File: config.mk
export PLATFORM = sky130hd
export DESIGN_NAME = spram_req_ctrl_flat
export DESIGN_NICKNAME = d
export VERILOG_FILES = /design/src/rtl/spram_req_ctrl_if.sv /design/src/rtl/spram_req_ctrl.sv /design/src/flat_wrapper.sv
export SDC_FILE = /design/constraint.sdc
export NUM_CORES = 1
export LEC_CHECK = 0
export ABC_AREA = 0
export CORE_ASPECT_RATIO = 0.7
export CORE_UTILIZATION = 45
export CTS_CLUSTER_DIAMETER = 30
export DETAILED_ROUTE_END_ITERATION = 10
export MAX_ROUTING_LAYER = met4
export PLACE_DENSITY = 0.87
export SYNTH_ARGS = -nofsm -noshare
export SYNTH_HDL_FRONTEND = slang
export SYNTH_SLANG_ARGS = --single-unit
export TNS_END_PERCENT = 20
File: constraint.sdc
create_clock -name clk -period 6.5 [get_ports clk]
set_input_delay 1.625 -clock clk [delete_from_list [all_inputs] [get_ports clk]]
set_output_delay 1.625 -clock clk [all_outputs]
set_load 0.01 [all_outputs]
File: src/rtl/spram_req_ctrl_if.sv
// Request/response channel bundle between an initiator and spram_req_ctrl.
// Optional macro: SPRAM_REQ_CTRL_WRITE_ACK_EN adds rsp_is_wr to the response channel.
interface spram_req_ctrl_if #(
    parameter int AW = 10,
    parameter int DW = 32
);
    // Request channel
    logic          req_valid;
    logic          req_ready;
    logic          req_we;
    logic [AW-1:0] req_addr;
    logic [DW-1:0] req_wdata;

    // Response channel
    logic          rsp_valid;
    logic          rsp_ready;
    logic [DW-1:0] rsp_rdata;
`ifdef SPRAM_REQ_CTRL_WRITE_ACK_EN
    logic          rsp_is_wr;

    modport master (
        output req_valid, req_we, req_addr, req_wdata, rsp_ready,
        input  req_ready, rsp_valid, rsp_rdata, rsp_is_wr
    );

    modport slave (
        input  req_valid, req_we, req_addr, req_wdata, rsp_ready,
        output req_ready, rsp_valid, rsp_rdata, rsp_is_wr
    );
`else
    modport master (
        output req_valid, req_we, req_addr, req_wdata, rsp_ready,
        input  req_ready, rsp_valid, rsp_rdata
    );

    modport slave (
        input  req_valid, req_we, req_addr, req_wdata, rsp_ready,
        output req_ready, rsp_valid, rsp_rdata
    );
`endif
endinterface

File: src/rtl/spram_req_ctrl.sv
// Initiator-side front end for a single-port RAM with registered read output.
// Requests drive the RAM pins combinationally; read data returning one cycle
// later is captured into a small response FIFO and handed back in order.
// A credit counter (in-flight reads + FIFO occupancy) throttles reads so the
// FIFO can never overflow, regardless of response backpressure.
// Optional macro: SPRAM_REQ_CTRL_WRITE_ACK_EN -- writes also take a credit and
// return an in-order acknowledge carrying the written data (rsp_is_wr = 1).
module spram_req_ctrl #(
    parameter int AW        = 10,
    parameter int DW        = 32,
    parameter int RSP_DEPTH = 4
) (
    input  logic                       clk,
    input  logic                       resetn,
    spram_req_ctrl_if.slave            bus,
    output logic [AW-1:0]              ram_address,
    output logic                       ram_wren,
    output logic [DW-1:0]              ram_data,
    input  logic [DW-1:0]              ram_out,
    output logic [$clog2(RSP_DEPTH):0] outstanding
);

    localparam int PW = $clog2(RSP_DEPTH);
    localparam int CW = PW + 1;
    localparam logic [CW-1:0] DEPTH_C = CW'(RSP_DEPTH);

    logic          req_ready_int;
    logic          credit_ok;
    logic          acc;
    logic          issue;
    logic          pop;
    logic          push;
    logic          full;
    logic          rsp_valid_int;

    // One-cycle stage that lines up with the RAM's registered output.
    logic          stg_valid;
`ifdef SPRAM_REQ_CTRL_WRITE_ACK_EN
    logic          stg_is_wr;
    logic [DW-1:0] stg_wdata;
    logic          fifo_is_wr [RSP_DEPTH];
`endif

    logic [DW-1:0] push_data;
    logic [DW-1:0] fifo_data [RSP_DEPTH];
    logic [PW:0]   wr_ptr;
    logic [PW:0]   rd_ptr;
    logic [PW:0]   fifo_count;
    logic [PW-1:0] wr_idx;
    logic [PW-1:0] rd_idx;

    // Credit check, accept decision and RAM pin drive, all from the current request.
    always_comb begin
        // NOTE: every always_comb output gets a default first so no path can infer a latch.
        credit_ok     = (outstanding < DEPTH_C);
        req_ready_int = credit_ok;
        issue         = 1'b0;
`ifdef SPRAM_REQ_CTRL_WRITE_ACK_EN
        // Writes and reads share the credit pool; both produce a response.
        acc           = bus.req_valid & req_ready_int;
        issue         = acc;
`else
        // Writes never produce a response, so they bypass the credit check.
        req_ready_int = credit_ok | bus.req_we;
        acc           = bus.req_valid & req_ready_int;
        issue         = acc & ~bus.req_we;
`endif
        ram_address   = bus.req_addr;
        ram_data      = bus.req_wdata;
        // Writes are suppressed while reset is held so a stray request cannot corrupt the RAM.
        ram_wren      = resetn & acc & bus.req_we;
    end

    assign bus.req_ready = req_ready_int;

    // Stage register: marks the cycle in which ram_out (or a write ack) is pushed.
    always_ff @(posedge clk or negedge resetn) begin
        if (!resetn) begin
            // NOTE: state registers use non-blocking assignments so every flop samples pre-edge values.
            stg_valid <= 1'b0;
`ifdef SPRAM_REQ_CTRL_WRITE_ACK_EN
            stg_is_wr <= 1'b0;
            stg_wdata <= '0;
`endif
        end else begin
            stg_valid <= issue;
`ifdef SPRAM_REQ_CTRL_WRITE_ACK_EN
            stg_is_wr <= bus.req_we;
            stg_wdata <= bus.req_wdata;
`endif
        end
    end

    // FIFO push source: captured RAM data for reads, the staged write data for write acks.
    always_comb begin
        push      = stg_valid;
        push_data = ram_out;
`ifdef SPRAM_REQ_CTRL_WRITE_ACK_EN
        if (stg_is_wr) begin
            push_data = stg_wdata;
        end
`endif
    end

    assign wr_idx        = wr_ptr[PW-1:0];
    assign rd_idx        = rd_ptr[PW-1:0];
    assign fifo_count    = wr_ptr - rd_ptr;
    assign full          = (fifo_count == DEPTH_C);
    assign rsp_valid_int = (fifo_count != '0);
    assign pop           = rsp_valid_int & bus.rsp_ready;

    // FIFO pointers carry one extra wrap bit so full and empty are distinguishable.
    always_ff @(posedge clk or negedge resetn) begin
        if (!resetn) begin
            wr_ptr <= '0;
            rd_ptr <= '0;
        end else begin
            if (push) begin
                wr_ptr <= wr_ptr + 1'b1;
            end
            if (pop) begin
                rd_ptr <= rd_ptr + 1'b1;
            end
        end
    end

    // FIFO storage; contents are meaningless once the pointers are reset.
    always_ff @(posedge clk) begin
        // NOTE: storage arrays are left unreset; the pointers alone define which entries are live.
        if (push) begin
            fifo_data[wr_idx] <= push_data;
`ifdef SPRAM_REQ_CTRL_WRITE_ACK_EN
            fifo_is_wr[wr_idx] <= stg_is_wr;
`endif
        end
    end

    // Credit counter: in-flight plus buffered responses; issue and pop together cancel.
    always_ff @(posedge clk or negedge resetn) begin
        if (!resetn) begin
            outstanding <= '0;
        end else begin
            case ({issue, pop})
                2'b10:   outstanding <= outstanding + CW'(1);
                2'b01:   outstanding <= outstanding - CW'(1);
                default: outstanding <= outstanding;
            endcase
        end
    end

    // Response outputs read straight from the head entry; zero while empty.
    assign bus.rsp_valid = rsp_valid_int;
    assign bus.rsp_rdata = rsp_valid_int ? fifo_data[rd_idx] : '0;
`ifdef SPRAM_REQ_CTRL_WRITE_ACK_EN
    assign bus.rsp_is_wr = rsp_valid_int & fifo_is_wr[rd_idx];
`endif

    // The credit rule alone must keep the FIFO from overflowing.
    a_no_overflow : assert property (@(posedge clk) disable iff (!resetn) !(push && full));

    // The credit counter must always equal the staged entry plus the FIFO occupancy.
    a_credit_match : assert property (@(posedge clk) disable iff (!resetn)
        outstanding == (fifo_count + CW'(stg_valid)));

endmodule

File: src/flat_wrapper.sv
// flat-port wrapper written by rule: the top's interface ports become plain ports
module spram_req_ctrl_flat 
#(
    parameter int AW        = 10,
    parameter int DW        = 32,
    parameter int RSP_DEPTH = 4
)
  (clk, resetn, ram_address, ram_wren, ram_data, ram_out, outstanding, bus_req_valid, bus_req_we, bus_req_addr, bus_req_wdata, bus_rsp_ready, bus_req_ready, bus_rsp_valid, bus_rsp_rdata);
  spram_req_ctrl_if #(.AW(AW), .DW(DW)) bus_i ();
  input  logic clk;
  input  logic resetn;
  output logic [AW-1:0] ram_address;
  output logic ram_wren;
  output logic [DW-1:0] ram_data;
  input  logic [DW-1:0] ram_out;
  output logic [$clog2(RSP_DEPTH):0] outstanding;
  input wire logic [$bits(bus_i.req_valid)-1:0] bus_req_valid;
  input wire logic [$bits(bus_i.req_we)-1:0] bus_req_we;
  input wire logic [$bits(bus_i.req_addr)-1:0] bus_req_addr;
  input wire logic [$bits(bus_i.req_wdata)-1:0] bus_req_wdata;
  input wire logic [$bits(bus_i.rsp_ready)-1:0] bus_rsp_ready;
  output wire logic [$bits(bus_i.req_ready)-1:0] bus_req_ready;
  output wire logic [$bits(bus_i.rsp_valid)-1:0] bus_rsp_valid;
  output wire logic [$bits(bus_i.rsp_rdata)-1:0] bus_rsp_rdata;
  assign bus_i.req_valid = bus_req_valid;
  assign bus_i.req_we = bus_req_we;
  assign bus_i.req_addr = bus_req_addr;
  assign bus_i.req_wdata = bus_req_wdata;
  assign bus_i.rsp_ready = bus_rsp_ready;
  assign bus_req_ready = bus_i.req_ready;
  assign bus_rsp_valid = bus_i.rsp_valid;
  assign bus_rsp_rdata = bus_i.rsp_rdata;
  spram_req_ctrl #(.AW(AW), .DW(DW), .RSP_DEPTH(RSP_DEPTH)) u_core (.clk(clk), .resetn(resetn), .bus(bus_i), .ram_address(ram_address), .ram_wren(ram_wren), .ram_data(ram_data), .ram_out(ram_out), .outstanding(outstanding));
endmodule
# Word level (Yosys, flattened, before mapping)
# Memories as Yosys holds them, arrays and structs flattened.
# Index checks and enable logic that the tools add are counted.
dict set report totals {
  regBits 10
  ramBits 128
  output_inout_bits 80
  mem_count 1
}
dict set report op_classes {
  add_sub_neg 5
  magnitude_cmp 1
  n_eq_ne 2
  reduce_logical 2
  mux 4
  bitwise 7
}
# name depth width rd rd_clocked_by_memory_dff write_ports line
set memory_table {}
lappend memory_table {u_core.fifo_data 4 32 1 0 1 spram_req_ctrl.sv:45} ;# logic [DW-1:0] fifo_data [RSP_DEPTH];
# op count
set op_table {}
lappend op_table {{$mux 32} 1}
lappend op_table {{$add 3x1->3 const B} 3}
lappend op_table {{$pmux 3 s2} 1}
lappend op_table {{$and 1x1->1} 5}
lappend op_table {{$lt 3x3->1 const B} 1}
lappend op_table {{$reduce_bool 3->1} 1}
lappend op_table {{$sub 3x1->3 const B} 1}
lappend op_table {{$sub 3x3->3} 1}
lappend op_table {{$eq 2x1->1 const B} 1}
lappend op_table {{$eq 2x2->1 const B} 1}
lappend op_table {{$mux 1} 2}
lappend op_table {{$reduce_bool 2->1} 1}
lappend op_table {{$not 1->1} 1}
lappend op_table {{$or 1x1->1} 1}

# Longest topological paths before layout
dict set report depth {
  word_depth 6
  depth_mapped 14
}

# Least setup slack after synthesis
# Ideal clock, no wire load.
dict set report synth_path {
  kind {reg2out}
  from {register u_core.rd_ptr[1]}
  to {output port bus_rsp_rdata[10]}
  slack_ns 2.981
  path_stages_with_launch 10
  arrival_ns 1.894
  required_ns 4.875
  n_path_buf 3
  cell_sequence {dfrtp_1 > buf_2 > clkbuf_1 > inv_1 > ha_1 > and2b_1 > xnor2_1 > nor2_2 > buf_6 > nor2b_1}
}
dict set report synth_between {
  elab_chain_len 3
  elab_cells_between_ends 4
  classes_between {add/sub: 1; mux: 1; reduce/logical: 1; memory: 1}
}
# element line
set synth_lines {}
lappend synth_lines {{start: declaration} spram_req_ctrl.sv:47} ;# logic [PW:0] rd_ptr;
lappend synth_lines {{start signal: assignment} spram_req_ctrl.sv:122} ;# rd_ptr <= rd_ptr + 1'b1;
lappend synth_lines {{$sub 3x3->3} spram_req_ctrl.sv:107} ;# assign fifo_count = wr_ptr - rd_ptr;
lappend synth_lines {{$reduce_bool 3->1} spram_req_ctrl.sv:109} ;# assign rsp_valid_int = (fifo_count != '0);
lappend synth_lines {{$mux 32 (*)} spram_req_ctrl.sv:153} ;# assign bus.rsp_rdata = rsp_valid_int ? fifo_data[rd_idx] : '0;
lappend synth_lines {{end: declaration} flat_wrapper.sv:24} ;# output wire logic [$bits(bus_i.rsp_rdata)-1:0] bus_rsp_rdata;
# Every way passes the cells marked *; elsewhere a longest branch is shown, timed or not.

# Final worst setup path
dict set report layout_path {
  from {input port resetn}
  to {output port ram_wren}
}
dict set report layout_between {
  elab_chain_len 2
}
# element line
set layout_lines {}
lappend layout_lines {{start: declaration} flat_wrapper.sv:11} ;# input logic resetn;
lappend layout_lines {{$and 1x1->1 (2 in series)} spram_req_ctrl.sv:71} ;# ram_wren = resetn & acc & bus.req_we;
lappend layout_lines {{end: declaration} flat_wrapper.sv:13} ;# output logic ram_wren;
# No other way between the ends.

==> out/metrics.yaml <==
setup_path:
  cp_num_buf_inv: 2
  max_stage_delay_ns: 0.76
  crit_required_ns: 4.88
  crit_family: "buffers and inverters"
  critPathCaptureType: "primary output"
  worst_path_max_delay_cell: "clkdlybuf4s50_1"
  worstPathCellList: "clkdlybuf4s50_1 > and3_1 > clkdlybuf4s50_1"
  worst-setup-path-type: "in -> out"
  cp_common_cell: "clkdlybuf4s50_1"
  worstPathArrival_ns: 3.16
  path_max_fanout: 11
  start_kind: "primary input"
sta:
  fin_crit_sh_pct: 73.7
  tightest_slew_ns: 0.956
  setup_violations: 0
  slew_headroom_pct: 36.1
  layout_min_cycle_time_ns: 4.79
  hold_viol: 0
  rsz0062_at_grt: "false"
  clock_skew_ns: 0.00419
  fin_tns_setup_ns: 0
  fmax_mhz: 209
  maxSlewViolCount: 0
synthesis:
  netlist.area_leader.share_pct: 65.5
  ys_seq_area_share_pct: 69.7
  ys_seq_elements: 138
  syn_inst: 300
  ys_types: 28
  synthTopCellsByArea: "edfxtp_1 (65%), mux4_1 (9.4%), buf_4 (5.4%)"
  yosysTopAreaCell: "edfxtp_1"
  syn_avg_cell_area_um2: 19.6
  syn_area_mm2: 0.00587
  synth_nets: 388
  yosys_warnings: 0
route:
  drt_pass1_iterations: 7
  avgViaCountPerCell: 5.22
  wl_per_cell_um: 20.5
  drc: 34
  ant_nets: 0
  vias: 2694
  drt_iter0_markers: 176
  drt-total-wl_mm: 10.6
power:
  switching_share_pct: 29.7
  sequentialPowerShare_pct: 33.5
  clkPwrFrac_pct: 27.7
  p_comb_share_pct: 38.7
  intPower_mw: 2.33
  ir_drop_v: 0.000367
  p_leak_nw: 2.42
  p_sw_uw: 987
  p_per_area_mw_per_mm2: 474
clock_tree:
  cts_setup_buffers: 0
  clkLatencyLatePin_ns: 0.41
  clock_path_buffers: 2
  clockRootBuffer: "clkbuf_16"
  cts_buffers: 17
  cts_resized: 0
  htree_levels: 4
  clk_pin_slew_ns: 0.06
  clock_sinks: 138
  cts_tree: "yes"
  holdBufCountCts: 0
global_routing:
  grt.overflow.total: 0
  antenna_found_initial: 0
  grt_pass1_vias: 2943
  grt_pass1_wl_mm: 16.2
  grt_max_degree: 35
  gr-usage-all-layers_pct: 17.0
layout:
  nets: 430
  drive_above_1_share_pct: 16.4
  diodes: 0
  multiInputGateArea_mm2: 0.00134
  fillers: 937
  ff_latch_area_mm2: 0.00410
  post_layout_nonfiller_instances: 516
  syn2layout_area_growth_pct: 19.4
floorplan:
  die_area_mm2: 0.0135
  ios: 159
  die_w_um: 139
  dieHeight_um: 97.6
  core_mm2: 0.0125
  initial_core_util_pct: 46.8
  placementRows: 34
status:
  status: "complete, but fails checks"
  violations: "DRC"
place:
  dpl.cell_count: 485
  dp_hpwl_mm: 6.33
  io_buffers: 74
  gp_congestion: 0.686
flow_run:
  max-cap-violations: 0
min_path:
  hold_class: "reg -> reg"
==> per-stage QoR <==
| stage | instance area [µm²] | total power, mW | hold slack, ns | worst slack [ns] | utilization (%) |
|---|---|---|---|---|---|
| 6_report | 7010 | 3.32 | 0.511 | 1.71 | 55.8 |
| 5_1_grt | 7010 | 3.48 | 0.536 | 1.57 | 55.8 |
| 4_1_cts | 7010 | 3.37 | 0.514 | 1.67 | 55.8 |
| 3_5_place_dp | 6430 | 2.44 | 0.487 | 1.68 | 51.2 |
| 3_3_place_gp | 6430 | 2.40 | 0.475 | 1.73 | 51.2 |
| 2_1_floorplan | 5870 | 1.91 | 0.462 | 2.98 | - |
==> cells by family (layout without fill, tap and decap cells) <==
kind of cell             count (synthesis)  after routing  share of synthesized area [%]
flip-flops                             138            138                           69.7
AND/OR/NAND/NOR                         45             45                           4.90
adder cells (fa/ha/maj)                  9              9                           2.05
buffers and inverters                   62            116                           7.57
AO/OA/AOI/OAI                            3              3                          0.362
multiplexers                            34             34                           14.0
XOR/XNOR                                 9              9                           1.34
==> synthesized netlist by cell type (all sizes together) <==
library cell and number:
fa 1, and2b 1, xnor2 5, nand2 3
nor2 3, mux4 32, clkbuf 3, o211ai 1
and3 1, edfxtp 128, mux2 1, nand2b 1
inv 9, dfrtp 10, xor2 4, ha 8
mux2i 1, and2 4, o21ai 2, buf 50
nor2b 32
==> cells in the final DEF, fill, tap and decap left out, drive strengths merged <==
| master | instances |
|---|---|
| and2 | 4 |
| and2b | 1 |
| and3 | 1 |
| buf | 2 |
| bufinv | 2 |
| clkbuf | 17 |
| clkdlybuf4s50 | 74 |
| clkinv | 4 |
| clkinvlp | 6 |
| dfrtp | 10 |
| edfxtp | 128 |
| fa | 1 |
| ha | 8 |
| inv | 11 |
| mux2 | 1 |
| mux2i | 1 |
| mux4 | 32 |
| nand2 | 3 |
| nand2b | 1 |
| nor2 | 3 |
| nor2b | 32 |
| o211ai | 1 |
| o21ai | 2 |
| xnor2 | 5 |
| xor2 | 4 |
==> power groups by stage <==
stage	registers, mW	clock network (mW)	logic, mW
after floorplan	1.13	0	0.782
after global placement	1.12	0	1.28
after detailed placement	1.13	0	1.30
after CTS	1.11	0.933	1.32
after global routing	1.12	0.972	1.39
final	1.11	0.920	1.29
==> final cells by class <==
type / count / area share (%)
tap: 162 / 2.89
multi-input combinational: 100 / 19.2
clock inverter: 14 / 2.14
sequential: 138 / 58.5
clock buffer: 17 / 6.07
timing repair buffer: 76 / 10.8
inverter: 9 / 0.482
==> flip-flops by register name (all words and copies together), names as in the netlist <==
register,cells
u_core.fifo_data,128
u_core.outstanding,3
u_core.push,1
u_core.rd_ptr,3
u_core.wr_ptr,3
==> routing by layer <==
| metal | GRT usage, % | part of all wire (%) | routed length [µm] | vias to the layer above |
|---|---|---|---|---|
| li1 | - | - | - | 1205 |
| met4 | 6.91 | 2.2 | 235 | 0 |
| met1 | 18.9 | 39 | 4080 | 1360 |
| met2 | 28.7 | 52 | 5510 | 99 |
| met5 | - | 0 | 0 | - |
| met3 | 5.47 | 7.1 | 750 | 30 |
==> final timing paths <==
check                           depth (start not counted)                              start  slack [ns]                                 to
worst max-delay path                                    3                             resetn        1.71                           ram_wren
worst min-delay path                                    1  u_core.outstanding[0]$_DFFE_PN0P_        0.51  u_core.outstanding[0]$_DFFE_PN0P_
worst max register to register                         12       u_core.wr_ptr[0]$_DFFE_PN0P_        3.82  u_core.outstanding[2]$_DFFE_PN0P_
worst min register to register                          1  u_core.outstanding[0]$_DFFE_PN0P_        0.51  u_core.outstanding[0]$_DFFE_PN0P_
max in group asynchronous                               1                             resetn        4.61       u_core.rd_ptr[1]$_DFFE_PN0P_
min in group asynchronous                               1                             resetn        1.54       u_core.rd_ptr[2]$_DFFE_PN0P_
Note: power is estimated with default switching activity, not from simulation.
